**src/rtl/projeto_pkg.sv**
```systemverilog
// Shared definitions for the polynomial evaluator front end.
//   W_PADRAO    : default operand width of the evaluator datapath
//   PROF_PADRAO : default operand-set FIFO depth
//   estado_t    : operand feeder FSM states
//   operandos_t : one operand set {x, a, b, c} at the default width
package projeto_pkg;

    localparam int unsigned W_PADRAO    = 16;
    localparam int unsigned PROF_PADRAO = 4;

    typedef enum logic [1:0] {
        OCIOSO  = 2'd0,
        DISPARA = 2'd1,
        ESPERA  = 2'd2
    } estado_t;

    typedef struct packed {
        logic [W_PADRAO-1:0] x;
        logic [W_PADRAO-1:0] a;
        logic [W_PADRAO-1:0] b;
        logic [W_PADRAO-1:0] c;
    } operandos_t;

endpackage

```
**src/rtl/fifo_sincrona.sv**
```systemverilog
// Single-clock FIFO with wrap-bit pointers and a registered occupancy count.
// A push while full is refused even if a pop happens in the same cycle.
//   ck, rst     : clock, synchronous active-high reset
//   push, din   : write request and data (ignored when cheio)
//   pop, dout   : read request (ignored when vazio) and head of queue
//   cheio, vazio: full / empty, decoded from the pointers
//   nivel       : entries currently stored
module fifo_sincrona #(
    parameter int unsigned LARGURA = 64,
    parameter int unsigned PROF    = 4
) (
    input  logic                     ck,
    input  logic                     rst,
    input  logic                     push,
    input  logic [LARGURA-1:0]       din,
    input  logic                     pop,
    output logic [LARGURA-1:0]       dout,
    output logic                     cheio,
    output logic                     vazio,
    output logic [$clog2(PROF):0]    nivel
);

    localparam int unsigned AW = $clog2(PROF);
    localparam int unsigned PW = AW + 1;

    logic [LARGURA-1:0] mem [PROF];
    logic [PW-1:0]      wr_ptr;
    logic [PW-1:0]      rd_ptr;
    logic               escreve;
    logic               le;

    // Same index with different wrap bits means the writer lapped the reader.
    assign vazio   = (wr_ptr == rd_ptr);
    assign cheio   = (wr_ptr[AW] != rd_ptr[AW]) && (wr_ptr[AW-1:0] == rd_ptr[AW-1:0]);
    assign escreve = push && !cheio;
    assign le      = pop && !vazio;
    assign dout    = mem[rd_ptr[AW-1:0]];

    // Pointers and occupancy.
    always_ff @(posedge ck) begin
        if (rst) begin
            wr_ptr <= '0;
            rd_ptr <= '0;
            nivel  <= '0;
        end else begin
            if (escreve) wr_ptr <= wr_ptr + PW'(1);
            if (le)      rd_ptr <= rd_ptr + PW'(1);
            case ({escreve, le})
                2'b10:   nivel <= nivel + PW'(1);
                2'b01:   nivel <= nivel - PW'(1);
                default: nivel <= nivel;
            endcase
        end
    end

    // Storage array; contents need no reset since pointers gate visibility.
    always_ff @(posedge ck) begin
        if (escreve) mem[wr_ptr[AW-1:0]] <= din;
    end

endmodule

```
**src/rtl/carregador_operandos.sv**
```systemverilog
// Operand feeder for the polynomial evaluator: buffers operand sets and
// launches one evaluation at a time, holding operands until completion.
//   ck, rst                     : clock, synchronous active-high reset
//   ent_valido, ent_pronto      : producer handshake (push on both high)
//   ent_X, ent_A, ent_B, ent_C  : incoming operand set
//   inicio                      : one-cycle start pulse to the evaluator
//   X, A, B, C                  : registered operands, stable during a job
//   fim                         : evaluator completion pulse
//   ocupado                     : a job has been launched and not finished
//   nivel                       : operand sets waiting in the FIFO
module carregador_operandos
    import projeto_pkg::*;
#(
    parameter int unsigned W    = W_PADRAO,
    parameter int unsigned PROF = PROF_PADRAO
) (
    input  logic                     ck,
    input  logic                     rst,
    input  logic                     ent_valido,
    output logic                     ent_pronto,
    input  logic [W-1:0]             ent_X,
    input  logic [W-1:0]             ent_A,
    input  logic [W-1:0]             ent_B,
    input  logic [W-1:0]             ent_C,
    output logic                     inicio,
    output logic [W-1:0]             X,
    output logic [W-1:0]             A,
    output logic [W-1:0]             B,
    output logic [W-1:0]             C,
    input  logic                     fim,
    output logic                     ocupado,
    output logic [$clog2(PROF):0]    nivel
);

    localparam int unsigned LARGURA = 4 * W;

    estado_t            estado;
    estado_t            estado_prox;
    logic               carrega;
    logic               cheio;
    logic               vazio;
    logic [LARGURA-1:0] cabeca;

    fifo_sincrona #(
        .LARGURA (LARGURA),
        .PROF    (PROF)
    ) u_fifo (
        .ck    (ck),
        .rst   (rst),
        .push  (ent_valido),
        .din   ({ent_X, ent_A, ent_B, ent_C}),
        .pop   (carrega),
        .dout  (cabeca),
        .cheio (cheio),
        .vazio (vazio),
        .nivel (nivel)
    );

    // No bypass: readiness depends only on stored occupancy.
    assign ent_pronto = !cheio;

    // Next-state logic; the head is popped on the same edge it is loaded.
    always_comb begin
        estado_prox = estado;
        carrega     = 1'b0;
        case (estado)
            OCIOSO: begin
                if (!vazio) begin
                    carrega     = 1'b1;
                    estado_prox = DISPARA;
                end
            end
            DISPARA: estado_prox = ESPERA;
            ESPERA:  if (fim) estado_prox = OCIOSO;
            default: estado_prox = OCIOSO;
        endcase
    end

    // State, start pulse, busy flag and operand registers.
    always_ff @(posedge ck) begin
        if (rst) begin
            estado  <= OCIOSO;
            inicio  <= 1'b0;
            ocupado <= 1'b0;
            X       <= '0;
            A       <= '0;
            B       <= '0;
            C       <= '0;
        end else begin
            estado  <= estado_prox;
            inicio  <= (estado_prox == DISPARA);
            ocupado <= (estado_prox != OCIOSO);
            if (carrega) {X, A, B, C} <= cabeca;
        end
    end

endmodule

```
**config.mk**
```make
export PLATFORM = sky130hd
export DESIGN_NAME = carregador_operandos
export DESIGN_NICKNAME = d
export VERILOG_FILES = /design/src/rtl/projeto_pkg.sv /design/src/rtl/fifo_sincrona.sv /design/src/rtl/carregador_operandos.sv
export SDC_FILE = /design/constraint.sdc
export NUM_CORES = 1
export LEC_CHECK = 0
export ABC_AREA = 1
export CAP_MARGIN = 20
export CORE_MARGIN = 2
export CORE_UTILIZATION = 63
export DETAILED_ROUTE_END_ITERATION = 10
export DONT_BUFFER_PORTS = 1
export PLACE_DENSITY_LB_ADDON = 0.1
export SETUP_SLACK_MARGIN = 0.15
export SLEW_MARGIN = 20
export SYNTH_ARGS = -nofsm -noshare
export SYNTH_HDL_FRONTEND = slang
export SYNTH_HIERARCHICAL = 1
export SYNTH_SLANG_ARGS = --single-unit
```
**constraint.sdc**
```tcl
create_clock -name ck -period 5.66 [get_ports ck]
set_clock_uncertainty 0.05 [all_clocks]
set_input_delay 0.283 -clock ck [delete_from_list [all_inputs] [get_ports ck]]
set_output_delay 0.283 -clock ck [all_outputs]
set_load 0.1 [all_outputs]
```
==> results by group, run 1 <==
Power and ir drop
  • Maximum VDD drop: ~0.00041 V
  • P_leak: 0.00561 uW
  • Cell Pwr Density: between 600 and 700 nW/um^2

Critical path
  • Delay-heaviest family, CP: simple AND/OR/NAND/NOR gates
  • CP Data Required Time: ~5800 ps
  • Crit-path cells: inv_2 > nand2_1 > nand2_1 > nand3_2 > nand2_1 > nor2_4 > buf_4
  • Critical Path AT: roughly 3000 ps
  • Max incr delay on CP: 860 ps
  • CP startpoint: u_fifo/wr_ptr[0]
  • R2R Path Start: u_fifo/wr_ptr[0]
  • FF-to-FF End: u_fifo/mem[0][33]
  • Worst reg2reg path depth: 7
  • Critical path endpoint: u_fifo/mem[0][33]
  • WP depth: 7
  • R2R setup slack: 2700 ps
  • Crit Path Category: reg -> reg
  • CP Max Fanout: 35
  • Cell with the largest stage delay on the worst path: nor2_4
  • Most frequent CP cell: nand2_1
  • Crit path buffers/inverters: 2
  • CP endpoint kind: flop
  • Critical path startpoint category: flop

GRT
  • GRT Total Usage: roughly a quarter
  • Met2 GRT Util: 40.1%
  • GRT busiest layer: met2
  • Met1 global-route usage: 33.3%
  • Met3 GRT Util: between 4 and 5%
  • First-pass GRT wire length: ~42000 um
  • Aggregate global routing overflow: 0
  • Largest net degree at the start of global routing: 86
  • Vias in the first global route: 8131
  • Initial antenna violation count: 2

CTS
  • Root Buffer Master: clkbuf_16
  • Clock Latency Late Sink: approximately 510 ps
  • CTS tree: yes
  • TritonCTS Buffers: 34
  • CTS max path bufs: 3
  • Clock Sinks: 335
  • H-tree Lvls: 2
  • CTS clk-pin slew, worst paths: about 60 ps
  • PostCTS Resize Cnt: 0

Cells and area
  • Multi-input gate area: between 3000 and 4000 sq um
  • Register area: 9270 sq um
  • Final instance area: approximately 15000 sq um
  • Layout area overhead: 13.1%
  • Final nets: roughly 1300
  • FILL cells: roughly 1400
  • Fraction of layout cells with a size suffix above 1: under 10%

Floorplanning
  • Row cnt: between 50 and 60
  • # IOs: 138
  • Die Y: 149 um
  • Die Wd: 149 um
  • Die area: roughly 22000 sq um
  • Core area: around 20000 sq um
  • Initial Util: between 60% and 70%

Synth
  • Post-synth net total: 1231
  • Yosys top cell area share: about three fifths
  • Sequential share of the synthesized area: 70.3%
  • Synthesized flop and latch total: between 300 and 400
  • Area contributors post-synth: edfxtp_1 (58%), dfxtp_1 (12%), nor2_1 (5.9%)
  • Avg Cell Area, Syn: between 10 and 15 sq um
  • YS warnings: 6
  • Mapped Cells: approximately 1200
  • Post-synthesis cell area: roughly 13000 sq um
  • Top cell type by total area after synthesis: edfxtp_1
  • Synth unique cells: 21

Route
  • Antenna-violating nets left: 0
  • Routed WL: around 27000 um
  • TritonRoute pass-1 iters: 5
  • Wirelength per Cell: ~18 um
  • Number of vias per cell: approximately 5.7
  • Via count: between 8000 and 9000
  • Initial DRC count: approximately 750
  • Residual DRC count: 0

STA
  • Max frequency: 338 MHz
  • Final Hold Fails: 0
  • Worst-Margin Slew: 1040 ps
  • Slew headroom: between 30% and 40%
  • Tcrit/Tclk final: 52.2%
  • RSZ-0062 raised after global routing: no
  • Setup-failing EPs final: 0
  • Fin. max-slew vios: 0
  • Fin crit period: about 3000 ps
  • Post-route setup TNS: 0 ps

Run status
  • Status: finished, final reports clean

Place
  • Placed cell area: 13100 sq um
  • GP Congestion: roughly 0.8
  • DP Wirelength: about 14000 um
  • Number of I/O port buffers: 0

Worst hold path
  • HP Class: in -> reg

Job
  • Max-cap viol count: 0
[layout make-up]
cell class / count / area share (%)
antenna: 2 / 0.0336
clock buffer: 54 / 6.76
clock inverter: 7 / 0.621
inverter: 97 / 2.48
multi-input combinational: 648 / 20.4
sequential: 335 / 62.2
tap: 270 / 2.26
timing repair buffer: 80 / 5.23
[sequential cells by signal, indices dropped and copies added (netlist names), named ones only]
| register | cells |
|---|---|
| u_fifo/mem | 256 |
| A | 16 |
| estado | 2 |
| u_fifo/nivel | 3 |
| u_fifo/wr_ptr | 3 |
| B | 16 |
| ocupado | 1 |
| X | 16 |
| C | 16 |
| u_fifo/rd_ptr | 3 |
| inicio | 1 |
[layer usage]
metal | part of all wire, % | wire [um] | vias up
met2 | 49 | 12900 | 299
met3 | 7.2 | 1910 | 51
met4 | 2.2 | 591 | 0
li1 | - | - | 4108
met5 | 0 | 0 | -
met1 | 42 | 11200 | 4007
[synthesized netlist by cell type]
| cell type | count |
|---|---|
| a21oi_1 | 73 |
| buf_2 | 22 |
| buf_4 | 7 |
| buf_6 | 25 |
| clkbuf_1 | 19 |
| clkbuf_2 | 3 |
| clkinv_1 | 1 |
| dfxtp_1 | 79 |
| edfxtp_1 | 256 |
| fa_1 | 1 |
| ha_1 | 6 |
| inv_1 | 94 |
| inv_2 | 2 |
| nand2_1 | 92 |
| nand3_1 | 70 |
| nand3_2 | 2 |
| nor2_1 | 207 |
| nor2_2 | 1 |
| o21ai_0 | 76 |
| o21ai_1 | 56 |
| o22ai_1 | 64 |
[worst reg2reg max path, cell delays in order (launching register included)]
cell,delay (ps)
dfxtp_1,440
inv_2,70
nand2_1,70
nand2_1,80
nand3_2,170
nand2_1,230
nor2_4,860
buf_4,610
[cells by family (layout without fill, tap and decap cells)]
| kind of cell | count (synthesis) | in the layout | share of synthesized area (%) |
|---|---|---|---|
| simple gates | 372 | 372 | 11.4 |
| flops | 335 | 335 | 70.3 |
| compound gates | 269 | 269 | 10.8 |
| buf+inv | 173 | 238 | 6.79 |
| fa+ha+maj | 7 | 7 | 0.721 |
| other cells | 0 | 2 | 0 |
[report_power, final]
| part | internal (uW) | leakage (uW) | total (uW) | switching [uW] |
|---|---|---|---|---|
| clock network | 1320 | 0.000528 | 2190 | 874 |
| logic | 654 | 0.00208 | 1990 | 1340 |
| registers | 3000 | 0.00301 | 4840 | 1840 |
| total | 4970 | 0.00561 | 9020 | 4050 |
[worst min path at each step]
stage                     cells past startpoint           endpoint       start  slack [ps]
after detailed placement                      0  u_fifo/mem[3][22]    ent_B[6]         330
final                                         4   u_fifo/wr_ptr[2]  ent_valido          20
after global routing                          3   u_fifo/wr_ptr[1]         rst          50
after CTS                                     4   u_fifo/wr_ptr[2]  ent_valido           4
after global placement                        0  u_fifo/mem[3][23]    ent_B[7]         330
after floorplan                               0   u_fifo/mem[0][0]    ent_C[0]         330
[timing repair]
item / in CTS / in global routing
setup buffers: 0 / 0
hold endpoints to repair: 260 / 0
hold buffers: 67 / 0
[cells in the final DEF, fill, tap and decap left out, types with 14 or more instances in the layout]
cell type / n
dlygate4sd3_1: 67
o21ai_1: 56
a21oi_1: 73
clkbuf_1: 14
clkbuf_16: 36
dfxtp_1: 77
o21ai_0: 76
inv_1: 91
edfxtp_1: 256
nand3_1: 70
nor2_1: 204
nand2_1: 92
o22ai_1: 64
[per-stage QoR]
step | setup WS [ps] | power, uW | instances | util, % | hold WS [ps]
after floorplan | 1590 | 6530 | 1156 | - | 332
final | 2700 | 9020 | 1493 | 73.2 | 23.3
after CTS | 2650 | 9050 | 1490 | 73.1 | 3.94
after global routing | 2490 | 9480 | 1493 | 73.2 | 52.5
after global placement | 2750 | 6760 | 1362 | 64.4 | 332
after detailed placement | 2680 | 6800 | 1362 | 64.4 | 332
Power figures use the tool's default switching activity.
==> inputs of run 2 (changes only) <==
CORE_UTILIZATION = 57   (was 63)
clock period = 2.55 ns   (was 5.66 ns; I/O delays follow)
==> run 2 against run 1 <==
  * Routed wire length grew 2.9%
  * Cell area grew 5.2%
  * Cell count grew 6.6%
  * Sequential power grew 45%
  * Sequential cell count is the same
  * Clock power grew 110%
  * Register-to-register slack lost 2400 ps
  * Setup slack lost 2400 ps
  * Critical endpoint is now u_fifo/nivel[2]
==> results by group, run 2 (same netlist as run 1, synthesis figures left out) <==
Critical path
  • Cell with the largest stage delay on the worst path: fa_1
  • Critical path startpoint category: flop
  • Crit-path cells: inv_1 > nand2_1 > nand2_1 > nand3_4 > inv_1 > nor2_2 > nand2_1 > inv_1 > ha_1 > inv_1 > fa_1 > nor2_1 > nor2_1 > nand2_1 > o21ai_0 > a21oi_1
  • CP Max Fanout: 5
  • CP Data Required Time: between 2000 and 3000 ps
  • Crit path buffers/inverters: 4
  • Crit Path Category: reg -> reg
  • Worst reg2reg path depth: 16
  • Critical Path AT: 2580 ps
  • Max incr delay on CP: roughly 380 ps
  • CP endpoint kind: flop
  • WP depth: 16
  • Delay-heaviest family, CP: simple AND/OR/NAND/NOR gates

Cells and area
  • FILL cells: ~1700
  • Core Util, Final: between 60% and 70%
  • Layout area overhead: 19.0%
  • Max reg flops: about 260
  • Final instance area: 15700 sq um
  • Fraction of layout cells with a size suffix above 1: 11.9%
  • Final nets: about 1400
  • Most frequent cells in the layout: edfxtp_1 (256), nor2_1 (203), nand2_1 (92), inv_1 (91), buf_4 (81)
  • Most common cell after layout, fill and taps aside: edfxtp_1
  • Ant. Diodes: 0

Floorplanning
  • Die area: 24400 sq um
  • Row cnt: between 50 and 60
  • # IOs: between 100 and 150
  • Initial Util: a little under 60%
  • Core area: approximately 23000 sq um
  • Die Y: roughly 160 um
  • Die Wd: ~160 um

Power and ir drop
  • P_leak: between 0.006 and 0.007 uW
  • Maximum VDD drop: around 0.0011 V
  • Internal power: about 12000 uW
  • Clock power share: 22.4%
  • Switch share: a little over two fifths
  • Cell Pwr Density: between 1000 and 1500 nW/um^2
  • Design Power: ~21000 uW
  • Sw Pwr: 9120 uW
  • Part of the power in registers: between 30% and 40%
  • Logic pwr share: between 40% and 50%

Place
  • Setup Slack @ Placement: around 280 ps
  • Placed cell area: around 14000 sq um
  • Number of I/O port buffers: 0
  • GP Congestion: 0.743
  • DP Wirelength: between 10000 and 15000 um

STA
  • Fin. max-slew vios: 0
  • Final Hold Fails: 0
  • Setup-failing EPs final: 0
  • Worst-Margin Slew: roughly 960 ps
  • RSZ-0062 raised after global routing: no
  • Max frequency: between 400 and 500 MHz
  • Tcrit/Tclk final: 86.3%
  • Slew headroom: between 30% and 40%
  • Fin crit period: ~2200 ps
  • Setup WS post-layout: ~350 ps

GRT
  • First-pass GRT wire length: 43600 um
  • Met2 GRT Util: roughly two fifths
  • Largest net degree at the start of global routing: 129
  • GRT busiest layer: met2
  • Vias in the first global route: around 8500
  • Initial antenna violation count: 0
  • Aggregate global routing overflow: 0
  • Met3 GRT Util: between 4 and 5%
  • GRT Total Usage: a little under a quarter
  • Met1 global-route usage: a little under 30%

Route
  • Number of vias per cell: between 5 and 6
  • TritonRoute pass-1 iters: 4
  • Antenna-violating nets left: 0
  • Initial DRC count: approximately 670
  • Residual DRC count: 0
  • Wirelength per Cell: ~17 um
  • Routed WL: approximately 27000 um
  • Via count: about 8700

CTS
  • Clock Latency Late Sink: ~500 ps
  • Clock Sinks: 335
  • TritonCTS Buffers: 35
  • CTS clk-pin slew, worst paths: ~60 ps
  • CTS max path bufs: 3
  • CTS tree: yes
  • Root Buffer Master: clkbuf_16
  • H-tree Lvls: 2

Run status
  • Status: finished, final reports clean

Job
  • Max-cap viol count: 0

Worst hold path
  • Hold path depth: 1
  • HP Class: in -> reg
-- run 2: cell count changes in the layout (fill, tap and decap cells not counted), sizes merged --
cell,before,now
dlygate4sd3,67,68
diode,2,0
clkinv,3,2
clkbuf,54,61
bufinv,2,0
inv,97,96
buf,13,95
clkinvlp,2,1
-- run 2: path summary, 6_finish.rpt --
| check | slack, ps | start | endpoint |
|---|---|---|---|
| setup reg to reg | 350 | u_fifo/wr_ptr[1] | u_fifo/nivel[2] |
| setup / recovery | 350 | u_fifo/wr_ptr[1] | u_fifo/nivel[2] |
| hold / removal | 280 | ent_C[6] | u_fifo/mem[1][6] |
| hold reg to reg | 430 | B[8] | B[8] |
-- run 2: layer usage --
metal | up-vias | share of wire, %
met5 | - | 0
met4 | 0 | 1.4
met3 | 30 | 5.5
met2 | 194 | 50
met1 | 4204 | 43
li1 | 4280 | -
-- run 2: through the flow --
step	cells	setup TNS (ps)	hold slack, ps
2_1_floorplan	1156	-92330	176
3_3_place_gp	1457	0	177
3_5_place_dp	1457	0	177
4_1_cts	1588	0	260
5_1_grt	1591	0	279
6_report	1591	0	275
-- run 2: timing repair --
action | CTS | global route
hold buffers | 68 | 0
endpoints found under the setup margin | 0 | 1
buffers inserted | 0 | 3
gates resized for setup | 0 | 5
endpoints found under the hold margin | 284 | 0
-- run 2: layout make-up --
type / count / area (sq um) / share of cell area [%]
clock inverters: 2 / 10.0 / 0.0638
well taps: 285 / 357 / 2.27
multi-input cells: 648 / 3060 / 19.5
clock buffers: 61 / 1050 / 6.67
flip-flops and latches: 335 / 9280 / 59.1
repair buffers: 163 / 1570 / 10.0
inverters: 97 / 373 / 2.38
-- run 2: power by group through the flow --
stage	combinational, uW	sequential [uW]	clock, uW
final	9160	7020	4670
after global routing	9880	7090	4990
after CTS	9150	7020	4760
after floorplan	3850	10600	0
after detailed placement	9010	7130	0
after global placement	8930	7110	0
